--- src/rtl/riscv_pkg.sv ---
// rtl/riscv_pkg.sv - shift-op codes and iterative shifter FSM state encoding
package riscv_pkg;

   localparam logic [1:0] SHOP_SLL = 2'b00;
   localparam logic [1:0] SHOP_SRL = 2'b01;
   localparam logic [1:0] SHOP_SRA = 2'b10;
   localparam logic [1:0] SHOP_ROL = 2'b11;

   localparam logic [1:0] ST_IDLE  = 2'd0;
   localparam logic [1:0] ST_SHIFT = 2'd1;
   localparam logic [1:0] ST_DONE  = 2'd2;

endpackage

--- src/rtl/nbit_shift_step.sv ---
// rtl/nbit_shift_step.sv - one combinational shift step of 0..STEP positions
module nbit_shift_step #(
   parameter int N    = 32,
   parameter int STEP = 1,
   parameter int KW   = $clog2(N)
) (
   input  logic [N-1:0]  acc_i,
   input  logic [1:0]    op_i,
   input  logic [KW-1:0] k_i,
   output logic [N-1:0]  acc_o
);
   import riscv_pkg::*;

   // Mux over constant shift amounts; k_i is never larger than STEP, so k=0 passes through.
   always_comb begin
      acc_o = acc_i;
      for (int j = 1; j <= STEP; j++) begin
         if (k_i == KW'(j)) begin
            case (op_i)
               SHOP_SLL: acc_o = acc_i << j;
               SHOP_SRL: acc_o = acc_i >> j;
               SHOP_SRA: acc_o = $signed(acc_i) >>> j;
               default:  acc_o = (acc_i << j) | (acc_i >> (N - j));
            endcase
         end
      end
   end

endmodule

--- src/rtl/nbit_iter_shifter.sv ---
// rtl/nbit_iter_shifter.sv - multi-cycle SLL/SRL/SRA/ROL shifter, STEP positions per cycle
module nbit_iter_shifter #(
   parameter int N       = 32,
   parameter int STEP    = 1,
   parameter int SHAMT_W = $clog2(N)
) (
   input  logic               clk,
   input  logic               rst,
   input  logic               start,
   input  logic [1:0]         op,
   input  logic [N-1:0]       operand,
   input  logic [SHAMT_W-1:0] shamt,
   input  logic               flush,
   output logic               ready,
   output logic               busy,
   output logic               done,
   output logic [N-1:0]       result
);
   import riscv_pkg::*;

   localparam logic [SHAMT_W-1:0] STEP_K = SHAMT_W'(STEP);

   logic [1:0]         state_q, state_d;
   logic [1:0]         op_q, op_d;
   logic [N-1:0]       acc_q, acc_d;
   logic [SHAMT_W-1:0] rem_q, rem_d;
   logic [N-1:0]       result_q, result_d;
   logic [SHAMT_W-1:0] k;
   logic [N-1:0]       acc_step;
   logic               accept;

   assign ready  = (state_q != ST_SHIFT);
   assign busy   = (state_q == ST_SHIFT);
   assign done   = (state_q == ST_DONE);
   assign result = result_q;
   assign accept = start & ready;
   assign k      = (rem_q < STEP_K) ? rem_q : STEP_K;

   nbit_shift_step #(
      .N    (N),
      .STEP (STEP),
      .KW   (SHAMT_W)
   ) u_step (
      .acc_i (acc_q),
      .op_i  (op_q),
      .k_i   (k),
      .acc_o (acc_step)
   );

   // result_q loads on the edge entering DONE, so it is valid with done and held afterwards.
   always_comb begin
      state_d  = state_q;
      op_d     = op_q;
      acc_d    = acc_q;
      rem_d    = rem_q;
      result_d = result_q;
      if (flush) begin
         state_d = ST_IDLE;
      end else begin
         case (state_q)
            ST_IDLE, ST_DONE: begin
               if (accept) begin
                  op_d  = op;
                  acc_d = operand;
                  rem_d = shamt;
                  if (shamt == '0) begin
                     state_d  = ST_DONE;
                     result_d = operand;
                  end else begin
                     state_d = ST_SHIFT;
                  end
               end else begin
                  state_d = ST_IDLE;
               end
            end
            ST_SHIFT: begin
               acc_d = acc_step;
               rem_d = rem_q - k;
               if (rem_q <= STEP_K) begin
                  state_d  = ST_DONE;
                  result_d = acc_step;
               end
            end
            default: state_d = ST_IDLE;
         endcase
      end
   end

   always_ff @(posedge clk or posedge rst) begin
      if (rst) begin
         state_q  <= ST_IDLE;
         op_q     <= '0;
         acc_q    <= '0;
         rem_q    <= '0;
         result_q <= '0;
      end else begin
         state_q  <= state_d;
         op_q     <= op_d;
         acc_q    <= acc_d;
         rem_q    <= rem_d;
         result_q <= result_d;
      end
   end

endmodule

--- config.mk ---
export PLATFORM = sky130hd
export DESIGN_NAME = nbit_iter_shifter
export DESIGN_NICKNAME = d
export VERILOG_FILES = /design/src/rtl/riscv_pkg.sv /design/src/rtl/nbit_shift_step.sv /design/src/rtl/nbit_iter_shifter.sv
export SDC_FILE = /design/constraint.sdc
export NUM_CORES = 1
export LEC_CHECK = 0
export CORE_ASPECT_RATIO = 0.75
export CORE_MARGIN = 2
export CORE_UTILIZATION = 40
export DETAILED_ROUTE_END_ITERATION = 8
export PLACE_DENSITY_LB_ADDON = 0.1
export SLEW_MARGIN = 10
export SYNTH_ARGS = -nofsm -noshare
export SYNTH_HDL_FRONTEND = slang
export SYNTH_SLANG_ARGS = --single-unit
--- constraint.sdc ---
create_clock -name clk -period 2.9 [get_ports clk]
set_clock_uncertainty 0.05 [all_clocks]
set_input_delay 0.725 -clock clk [delete_from_list [all_inputs] [get_ports clk]]
set_output_delay 0.725 -clock clk [all_outputs]
set_load 0.005 [all_outputs]
[Word-level counts from Yosys, hierarchy flattened]
Cells that the tools add are included.
W data, S select, Z words.
Word-level totals
  register bits after elaboration: 73
  bits in latches: 0
  memories: 0
  ROM bits: 0
  logic and storage cells: 45
  output and inout bits: 35
  RAM bits: 0
Cells by class
  div/mod/pow operators: 0
  $add $sub $neg: 1
  shift-type cells: 0
  multipliers: 0
  reduce and logical (&&, ||, !) cells: 8
  $lt $le $gt $ge: 2
  mux-type cells: 16
  eq/ne operators: 10
  bitwise logic cells: 3
Operator list (number)
  $mux W32: 5
  $pmux W32 S2: 2
  $pmux W32 S3: 1
  $or A32 B1 Y32: 1
  $mux W5: 2
  $pmux W5 S2: 1
  $mux W2: 4
  $reduce_and A3 Y1: 2
  $eq A5 B1 Y1 const B: 1
  $le A5 B1 Y1 const B: 1
  $logic_not A5 Y1: 1
  $lt A5 B1 Y1 const B: 1
  $reduce_and A5 Y1: 1
  $sub A5 B5 Y5: 1
  $eq A2 B1 Y1 const B: 2
  $eq A2 B2 Y1 const B: 2
  $logic_not A2 Y1: 2
  $ne A2 B1 Y1 const B: 2
  $ne A2 B2 Y1 const B: 2
  $pmux W2 S2: 1
  $ne A3 B2 Y1 const B: 1
  $reduce_bool A2 Y1: 1
  $reduce_or A2 Y1: 1
  $and A1 B1 Y1: 1
  $not A1 Y1: 1

[Logic depth before layout (Yosys ltp)]
Gate-level depths: netlist of the first run.
  depth after elaboration: 6
  mapped depth: 7

[Cells and area by module]
From an unflattened synthesis of the first run, not the netlist that was laid out.
Unflattened totals
  cells, all modules: 376
  area, all modules: 4346.7 um2
Modules (own cells, without submodules)
  nbit_iter_shifter: area an instance 3298.2 um2, times used 1, seq. area each 1826.8 um2, cells an instance 295
  nbit_shift_step: area an instance 1048.5 um2, times used 1, seq. area each 0.0 um2, cells an instance 81

[Worst setup path before layout of the first run]
Ideal clock, no wire load.
  kind: in2reg
  start: input port start
  end: register acc_q[14]
  slack: 836 ps
  stages: 4
  arrival time: 1890 ps
  required time: 2725 ps
  path buffers: 1
  path through: nand2b_1 a21oi_1 clkbuf_1 mux2_2
On the way
  cells in the longest elaborated chain, start to end: 3
RTL lines
  from (decl): line nbit_iter_shifter.sv:9  | input logic start,
  $and A1 B1 Y1: line nbit_iter_shifter.sv:36  | assign accept = start & ready;
  $ne A2 B2 Y1 (no line)
  $reduce_and A3 Y1 (no line)
  to (signal assigned): line nbit_iter_shifter.sv:93  | acc_q <= '0;
  to (signal assigned): line nbit_iter_shifter.sv:99  | acc_q <= acc_d;
  to (decl): line nbit_iter_shifter.sv:25  | logic [N-1:0] acc_q, acc_d;
No other way between the ends.
A chain may end at the register's enable or synchronous reset.

[Worst setup path after layout of the first run]
  start: input port shamt[0]
  end: register result_q[11] (netlist: result[11])
On the way
  cells in the longest elaborated chain, start to end: 3
RTL lines
  from (decl): line nbit_iter_shifter.sv:12  | input logic [SHAMT_W-1:0] shamt,
  $logic_not A5 Y1: line nbit_iter_shifter.sv:66  | if (shamt == '0) begin
  $ne A2 B2 Y1 (no line)
  $reduce_and A5 Y1 (no line)
  to (signal assigned): line nbit_iter_shifter.sv:101  | result_q <= result_d;
  to (decl): line nbit_iter_shifter.sv:27  | logic [N-1:0] result_q, result_d;
No other way between the ends.

==> metrics.txt, run 1 <==
Peak Freq=442.2 MHz; synthesized netlist cell count=347; DRT antenna net count=0; routed wl met2=around 4 mm; post-route clock period utilization=0.7798; syn_nets=391; Worst Reg-to-Reg Cells=7; Reg area=1827 sq um; CTS HTree Levels=3; Die X-Extent=118.6 microns; Fin. Hold Viols=0; setup violators final=0; commonest non-fill, non-tap cell in the layout=clkdlybuf4s50_1; DRT Wirelength=just over 9 mm; Comb power frac=0.368; Tot Pwr=4.419 mW; Netlist cell types=35; Via density=about 5.3; num rows=31; Fillers=873; Crit path required time=slightly above 3 ns; Worst Tran Pin Value=0.4758 ns; initial core utilization=0.4097; DRT Pass-1 Iters=4; post-synth top area cell=dfrtp_1; critical path launch point=shamt[0]; Cells after DPL=547; clock power share=0.233; vias in the first global route=3021; Max rail drop VDD=roughly 0.38 mV; outcome=complete, no violations; #FFs+latches synth=73; DRT met1 WL=roughly 4.7 mm; Seq pwr share=0.400; Startpoint Class=primary input; switching portion of total power=0.3081; most frequent cells in the layout=clkdlybuf4s50_1 (77), dfrtp_1 (73), nand2_1 (68), mux2_2 (61), mux2i_1 (32); fin area=between 5000 and 6000 sq um; Top FF cell, synth=dfrtp_1; Power Density=853.2 nW/um^2; post-synth top area share=0.4635; total global-route track usage=0.1808; Worst path depth=6; Worst Setup EP=result[11]; largest stage delay on the critical path=0.42 ns; Avg Cell Area, Syn=11.36 sq um; number of clock sinks=73; post-synthesis sequential area ratio=0.4635; Port-buffer cells=77; FFs w/ async S/R, synth=1.000; flop2flop setup slack=about 0.8 ns; CTS tree=yes; Top Ports=78; Resized cells post-CTS=0; first-pass GRT wire length=between 15 and 20 mm; top post-synthesis cells by area=dfrtp_1 (46%), mux2_2 (17%), mux2i_1 (8.1%), nand2_1 (6.5%), o221ai_1 (4.7%); GP Congestion=0.7539; total CTS buffers=9; Crit Reg-Reg Endpoint=result[11]; initial antenna violation count=0; WHS Path Cells=1; Leak=2.156 nW; cells along the critical path=clkdlybuf4s50_1 -> nor3_1 -> nand3b_1 -> a21oi_4 -> buf_4 -> mux2_2; RSZ-0062 raised after global routing=no; met3 WL post-DR=419 microns; antenna diode count=0; Layout area overhead=31.40%; DRC=0; drt wl/cell=16.48 microns; top sig layer=met4; Layout Nets=470; Vias=3001; Worst Path Max Fanout=18; Post-synth EDFFs=0; NetSw=approximately 1.4 mW; CP Capture Type=register; max cap viols=0; initial DRC count=172; cell area after synthesis=between 3000 and 4000 sq um; core area=9619 sq um; layout cells sized above 1=0.2552; largest net degree at the start of global routing=56; FF-to-FF Start=state_q[1]; Hold Crit Class=reg2reg; Pins Over Slew Limit=0; Clock transition at path regs=around 0.05 ns; Die ar.=10670 sq um; Clk Tree Root Cell=clkbuf_16; placed inst area=4903 sq um; Power Internal=3.057 mW; Hold Buf Count CTS=0; minimum clock period=about 2.3 ns; setup bufs post-CTS=0; post-route insts no fill=563; setup TNS=0 ns; Top delay family on crit path=buffers and inverters; total grt overflow=0; slowest CP cell=clkdlybuf4s50_1; detailed placer's ending HPWL=between 6 and 7 mm; Critical path buffers and inverters=2; Bufs on Longest Clock Path=2; die height=about 90 microns; worst path arrival time=2.43 ns; CP Class=in2reg; Synth Warn #=0; Rel. slew slack=0.6823; worst skew pair latency=0.33 ns; Multi-input gate area=between 1500 and 2000 sq um
-- worst reg2reg max path, stage by stage, from the launching register on --
cell and delay (ns):
dfrtp_1 0.36, nand2b_1 0.19, clkinv_1 0.09, buf_4 0.31, nand2_1 0.16, a21oi_4 0.17
buf_4 0.30, mux2_2 0.38
-- layout make-up --
cell class | instances | share of cell area
inverters | 6 | 0.004349
clock buffers | 13 | 0.05025
multi-input cells | 244 | 0.3825
repair buffers | 92 | 0.1754
flip-flops and latches | 73 | 0.3527
clock inverters | 3 | 0.002899
well taps | 132 | 0.03189
-- power by group through the flow --
| stage | sequential, mW | combinational, mW | clock (mW) |
|---|---|---|---|
| after floorplan | 1.70 | 0.945 | 0 |
| after global placement | 1.77 | 1.61 | 0 |
| after detailed placement | 1.78 | 1.64 | 0 |
| after CTS | 1.76 | 1.65 | 1.06 |
| after global routing | 1.83 | 1.76 | 1.09 |
| final | 1.77 | 1.62 | 1.03 |
-- kinds of logic after synthesis --
logic type / Yosys count / share of synthesized area
compound gates: 55 / 0.1241
xor+xnor: 1 / 0.002223
simple gates: 91 / 0.09841
flops: 73 / 0.4635
mux: 96 / 0.2670
fa+ha+maj: 1 / 0.003174
buf+inv: 30 / 0.04159
-- cells in the mapped netlist (3+ instances only) --
cell and count:
a21oi_1 11, a31oi_1 3, buf_2 5, buf_6 6, clkbuf_1 13, dfrtp_1 73
inv_1 5, mux2_2 61, mux2_4 3, mux2i_1 32, nand2_1 68, nand2b_1 3
nor2_1 9, o21ai_0 4, o221ai_1 21, o221ai_2 9
-- metal layers --
| layer | vias up | track usage |
|---|---|---|
| li1 | 1434 | - |
| met1 | 1490 | 0.2629 |
| met5 | - | 0 |
| met4 | 0 | 0.05655 |
| met3 | 8 | 0.04442 |
| met2 | 69 | 0.2648 |
-- worst min-delay path by stage --
stage / startpoint / slack (ns) / to
after floorplan: result[1] / 0.46 / result[1]
after global placement: result[10] / 0.44 / result[10]
after detailed placement: result[10] / 0.45 / result[10]
after CTS: result[10] / 0.46 / result[10]
after global routing: result[10] / 0.47 / result[10]
final: result[12] / 0.45 / result[12]
-- metrics by stage --
stage / util / hold slack, ns / setup slack (ns)
floorplan: - / 0.4553 / 0.2717
finish: 0.5384 / 0.4532 / 0.6387
CTS: 0.5384 / 0.4589 / 0.6169
global route: 0.5384 / 0.4676 / 0.4829
detailed placement: 0.5098 / 0.4468 / 0.2613
global placement: 0.5098 / 0.4416 / 0.3223
-- flip-flops by register name, indices dropped and copies added (netlist names) --
register	count
state_q	2
result	32
acc_q	32
op_q	2
rem_q	5
Note: power is estimated with default switching activity, not from simulation.
==> inputs of run 2 (changes only) <==
clock period = 2.3 ns   (was 2.9 ns; I/O delays follow)
==> metrics.txt, run 2 (synthesis gave the netlist of run 1 again) <==
max cap viols=0; Cells after DPL=552; Hold Buf Count CTS=0; CTS tree=yes; antenna diode count=0; Leak=2.204 nW; NetSw=1.741 mW; DRT Wirelength=9.256 mm; CTS HTree Levels=3; layout cells sized above 1=0.2706; Clock transition at path regs=0.06 ns; Vias=2960; CP Capture Type=output pin; RSZ-0062 raised after global routing=no; total global-route track usage=0.1830; Top Ports=~80; clock power share=0.243; core area=roughly 9600 sq um; setup violators final=0; total grt overflow=0; initial antenna violation count=0; Comb power frac=0.367; Peak Freq=455.5 MHz; Power Density=1078 nW/um^2; Die ar.=around 11000 sq um; CP Class=reg2out; DRT antenna net count=0; setup bufs post-CTS=0; largest net degree at the start of global routing=74; Hold Crit Class=reg2reg; Resized cells post-CTS=0; initial core utilization=0.4097; minimum hold slack=0.4532 ns; Layout Nets=475; minimum clock period=2.195 ns; commonest non-fill, non-tap cell in the layout=clkdlybuf4s50_1; first-pass GRT wire length=15.85 mm; Via density=between 5 and 6; Worst Path Max Fanout=5; Port-buffer cells=77; GP Congestion=0.7825; num rows=31; placed inst area=4995 sq um; worst skew pair latency=0.33 ns; Pins Over Slew Limit=0; switching portion of total power=0.3054; Crit path required time=1.67 ns; hold_sp=result[12]; most frequent cells in the layout=clkdlybuf4s50_1 (77), dfrtp_1 (73), nand2_1 (68), mux2_2 (61), mux2i_1 (32); DRT Pass-1 Iters=4; drt wl/cell=16.30 microns; Rel. slew slack=0.7336; post-route insts no fill=roughly 570; detailed placer's ending HPWL=6.312 mm; initial DRC count=196; outcome=complete, no violations; fin area=about 5300 sq um; Die X-Extent=118.6 microns; worst path arrival time=between 1.5 and 2 ns; post-route clock period utilization=0.9544; Fin. Hold Viols=0; Max rail drop VDD=0.4129 mV; die height=89.97 microns; vias in the first global route=approximately 3.1k; Worst Tran Pin Value=0.3997 ns; Power Internal=3.961 mW; Layout area overhead=34.25%; total CTS buffers=9; critical path launch point=state_q[1]; Bufs on Longest Clock Path=2; FF-to-FF Start=rem_q[4]; Seq pwr share=0.390; Fillers=approximately 910; Startpoint Class=register; Clk Tree Root Cell=clkbuf_16; number of clock sinks=73; DRC=0
run 2: cell count changes in the layout (fill, tap and decap cells not counted), sizes merged:
| cell | before | now |
|---|---|---|
| clkinvlp | 0 | 2 |
| bufinv | 0 | 1 |
| clkbuf | 13 | 10 |
| buf | 15 | 20 |
run 2: critical path: stages, from the launching register on:
cell,delay (ns)
dfrtp_1,0.36
nand2b_1,0.23
inv_2,0.14
clkdlybuf4s50_1,0.51
run 2: per-layer routing:
| metal | vias up | part of all wire | routed length (microns) | global-route usage |
|---|---|---|---|---|
| li1 | 1436 | - | - | - |
| met1 | 1462 | 0.51 | 4711 | 0.2684 |
| met2 | 57 | 0.44 | 4116 | 0.2711 |
| met3 | 5 | 0.041 | 375 | 0.05140 |
| met4 | 0 | 0.0056 | 52 | 0.03571 |
| met5 | - | 0 | 0 | 0 |
run 2: final timing paths:
kind | slack [ns] | to | cells after the start
hold / removal | 0.45 | result[12] | 1
hold reg to reg | 0.45 | result[12] | 1
max in group asynchronous | 1.25 | result[7] | 3
setup / recovery | 0.10 | busy | 3
min in group asynchronous | 0.63 | acc_q[20] | 3
setup reg to reg | 0.17 | result[15] | 5
run 2: area by class of cell:
| cell class | instances | area (sq um) | share of cell area |
|---|---|---|---|
| Clock buffer | 10 | 239.0 | 0.04516 |
| Timing Repair Buffer | 97 | 996.0 | 0.1882 |
| Clock inverter | 6 | 57.56 | 0.01088 |
| Multi-Input combinational cell | 244 | 1981 | 0.3743 |
| Inverter | 6 | 26.28 | 0.004966 |
| Tap cell | 132 | 165.2 | 0.03121 |
| Sequential cell | 73 | 1827 | 0.3452 |
run 2: through the flow:
step / power, mW / TNS, ns / setup slack, ns / utilization
floorplan: 3.339 / 0 / 0.3687 / -
global placement: 4.298 / -1.715 / -0.07074 / 0.5193
detailed placement: 4.345 / -2.811 / -0.1172 / 0.5193
CTS: 5.773 / 0 / 0.04895 / 0.5501
global route: 6.071 / 0 / 0.01596 / 0.5501
finish: 5.702 / 0 / 0.1048 / 0.5501
run 2: power by group through the flow:
stage	Combinational, mW	Sequential (mW)	Clock [mW]
after floorplan	1.19	2.15	0
after global placement	2.06	2.23	0
after detailed placement	2.10	2.25	0
after CTS	2.11	2.24	1.42
after global routing	2.28	2.31	1.48
final	2.09	2.22	1.39
==> inputs of run 3 (changes only) <==
CAP_MARGIN = 5   (was default)
clock period = 1.9 ns   (was 2.3 ns; I/O delays follow)
==> metrics.txt, run 3 (synthesis gave the netlist of run 1 again) <==
post-route clock period utilization=1.060; Top Ports=78; Worst Tran Pin Value=0.3951 ns; worst skew pair latency=~0.34 ns; outcome=finished, violations left; setup violators final=61; minimum clock period=just over 2 ns; first-pass GRT wire length=approximately 17 mm; minimum hold slack=0.4543 ns; Clk Tree Root Cell=clkbuf_16; Leak=approximately 2.5 nW; RSZ-0062 raised after global routing=yes; cells along the critical path=or4_4 -> o21ai_4 -> buf_12 -> buf_12 -> o221ai_2 -> mux2_2; Top delay family on crit path=simple AND/OR/NAND/NOR gates; Layout area overhead=50.54%; total CTS buffers=9; initial core utilization=0.4097; DRT Pass-1 Iters=4; GP Congestion=0.8114; Clock transition at path regs=0.06 ns; vias in the first global route=3175; Vias=3127; max cap viols=0; DRT antenna net count=0; Critical path buffers and inverters=2; total global-route track usage=0.2005; Power Density=1257 nW/um^2; Peak Freq=between 400 and 500 MHz; Hold Crit Class=reg2reg; CTS HTree Levels=3; detailed placer's ending HPWL=6.600 mm; final core utilization=0.6168; drt wl/cell=18.17 microns; Crit path required time=~2.1 ns; Layout Nets=493; num rows=31; CTS tree=yes; antenna diode count=0; die height=between 80 and 90 microns; core area=9619 sq um; Port-buffer cells=77; worst setup slack after layout=-0.1136 ns; layout cells sized above 1=0.3480; Bufs on Longest Clock Path=2; commonest non-fill, non-tap cell in the layout=dfrtp_1; DRT Wirelength=10.65 mm; most used cell, CP=buf_12; initial DRC count=roughly 180; worst path arrival time=2.18 ns; violated checks=setup timing; total grt overflow=0; CP Class=reg2reg; largest net degree at the start of global routing=74; Die ar.=~11000 sq um; Rel. slew slack=0.7366; slowest CP cell=or4_4; most frequent cells in the layout=dfrtp_1 (73), clkdlybuf4s50_1 (72), nand2_1 (68), mux2_4 (33), mux2i_1 (32); Via density=5.336; Fin. Hold Viols=0; Max rail drop VDD=0.9024 mV; number of clock sinks=73; Worst Path Max Fanout=9; DRC=0; Die X-Extent=118.6 microns; setup TNS=-5.107 ns; Pins Over Slew Limit=0; Fillers=803; initial antenna violation count=0; Hold Buf Count CTS=0; largest stage delay on the critical path=slightly below 0.6 ns; Startpoint Class=register; CP Capture Type=register
-- run 3: changes by cell type in the layout (fill, tap and decap cells not counted), moves of 3 or more --
| cell | change |
|---|---|
| mux2_4 | +30 |
| clkdlybuf4s50_1 | -5 |
| buf_12 | +4 |
| o221ai_1 | -21 |
| clkbuf_16 | +3 |
| dlymetal6s2s_1 | +3 |
| o221ai_4 | +10 |
| o221ai_2 | +11 |
| mux2_2 | -30 |
| buf_4 | +7 |
-- run 3: metal layers --
layer | wire length [microns] | GRT usage | share of wire | up-vias
met4 | 117 | 0.05258 | 0.011 | 0
li1 | - | - | - | 1481
met2 | 4745 | 0.2878 | 0.45 | 78
met3 | 498 | 0.05393 | 0.047 | 10
met5 | 0 | 0 | 0 | -
met1 | 5285 | 0.2978 | 0.50 | 1558
-- run 3: worst reg2reg max path, delay by kind of cell (launching register included) --
| kind | cells | cell delay [ns] |
|---|---|---|
| simple gates | 1 | 0.58 |
| flops | 1 | 0.37 |
| compound gates | 2 | 0.32 |
| mux | 1 | 0.29 |
| buf+inv | 2 | 0.28 |
-- run 3: area by class of cell --
type / count / area [sq um] / area share
clock buffers: 13 / 260.3 / 0.04386
clock inverters: 3 / 15.01 / 0.002531
inverters: 6 / 31.28 / 0.005272
multi-input cells: 244 / 2361 / 0.3979
flip-flops and latches: 73 / 1827 / 0.3079
well taps: 132 / 165.2 / 0.02784
repair buffers: 115 / 1274 / 0.2147
-- run 3: power breakdown --
group          switching, mW  total (mW)  internal [mW]
combinational           1.23        3.16           1.93
clock                  0.651        1.60          0.950
sequential             0.524        2.69           2.17
-- run 3: final timing paths --
check	cells past startpoint	from	to	slack, ns
min in group asynchronous	3	rst	acc_q[21]	0.55
min reg2reg	1	result[4]	result[4]	0.45
min	1	result[4]	result[4]	0.45
max reg2reg	6	rem_q[4]	result[28]	-0.11
max	6	rem_q[4]	result[28]	-0.11
max in group asynchronous	3	rst	result[7]	0.95
-- run 3: timing repair --
| item | 4_1_cts | 5_1_grt |
|---|---|---|
| pin swaps | 0 | 16 |
| setup buffers | 2 | 3 |
| endpoints found under the setup margin | 63 | 67 |
| resized for setup | 31 | 46 |
| gates cloned | 2 | 3 |
-- run 3: metrics by stage --
| stage | worst slack (ns) | instance area (sq um) | total power, mW | std cells |
|---|---|---|---|---|
| after global routing | -0.1440 | 5933 | 7.884 | 586 |
| after floorplan | 0.003438 | 3954 | 4.052 | 347 |
| after CTS | -0.1375 | 5617 | 7.139 | 582 |
| final | -0.1136 | 5933 | 7.455 | 586 |
| after detailed placement | -0.4495 | 5131 | 5.376 | 562 |
| after global placement | -0.4336 | 5131 | 5.329 | 562 |
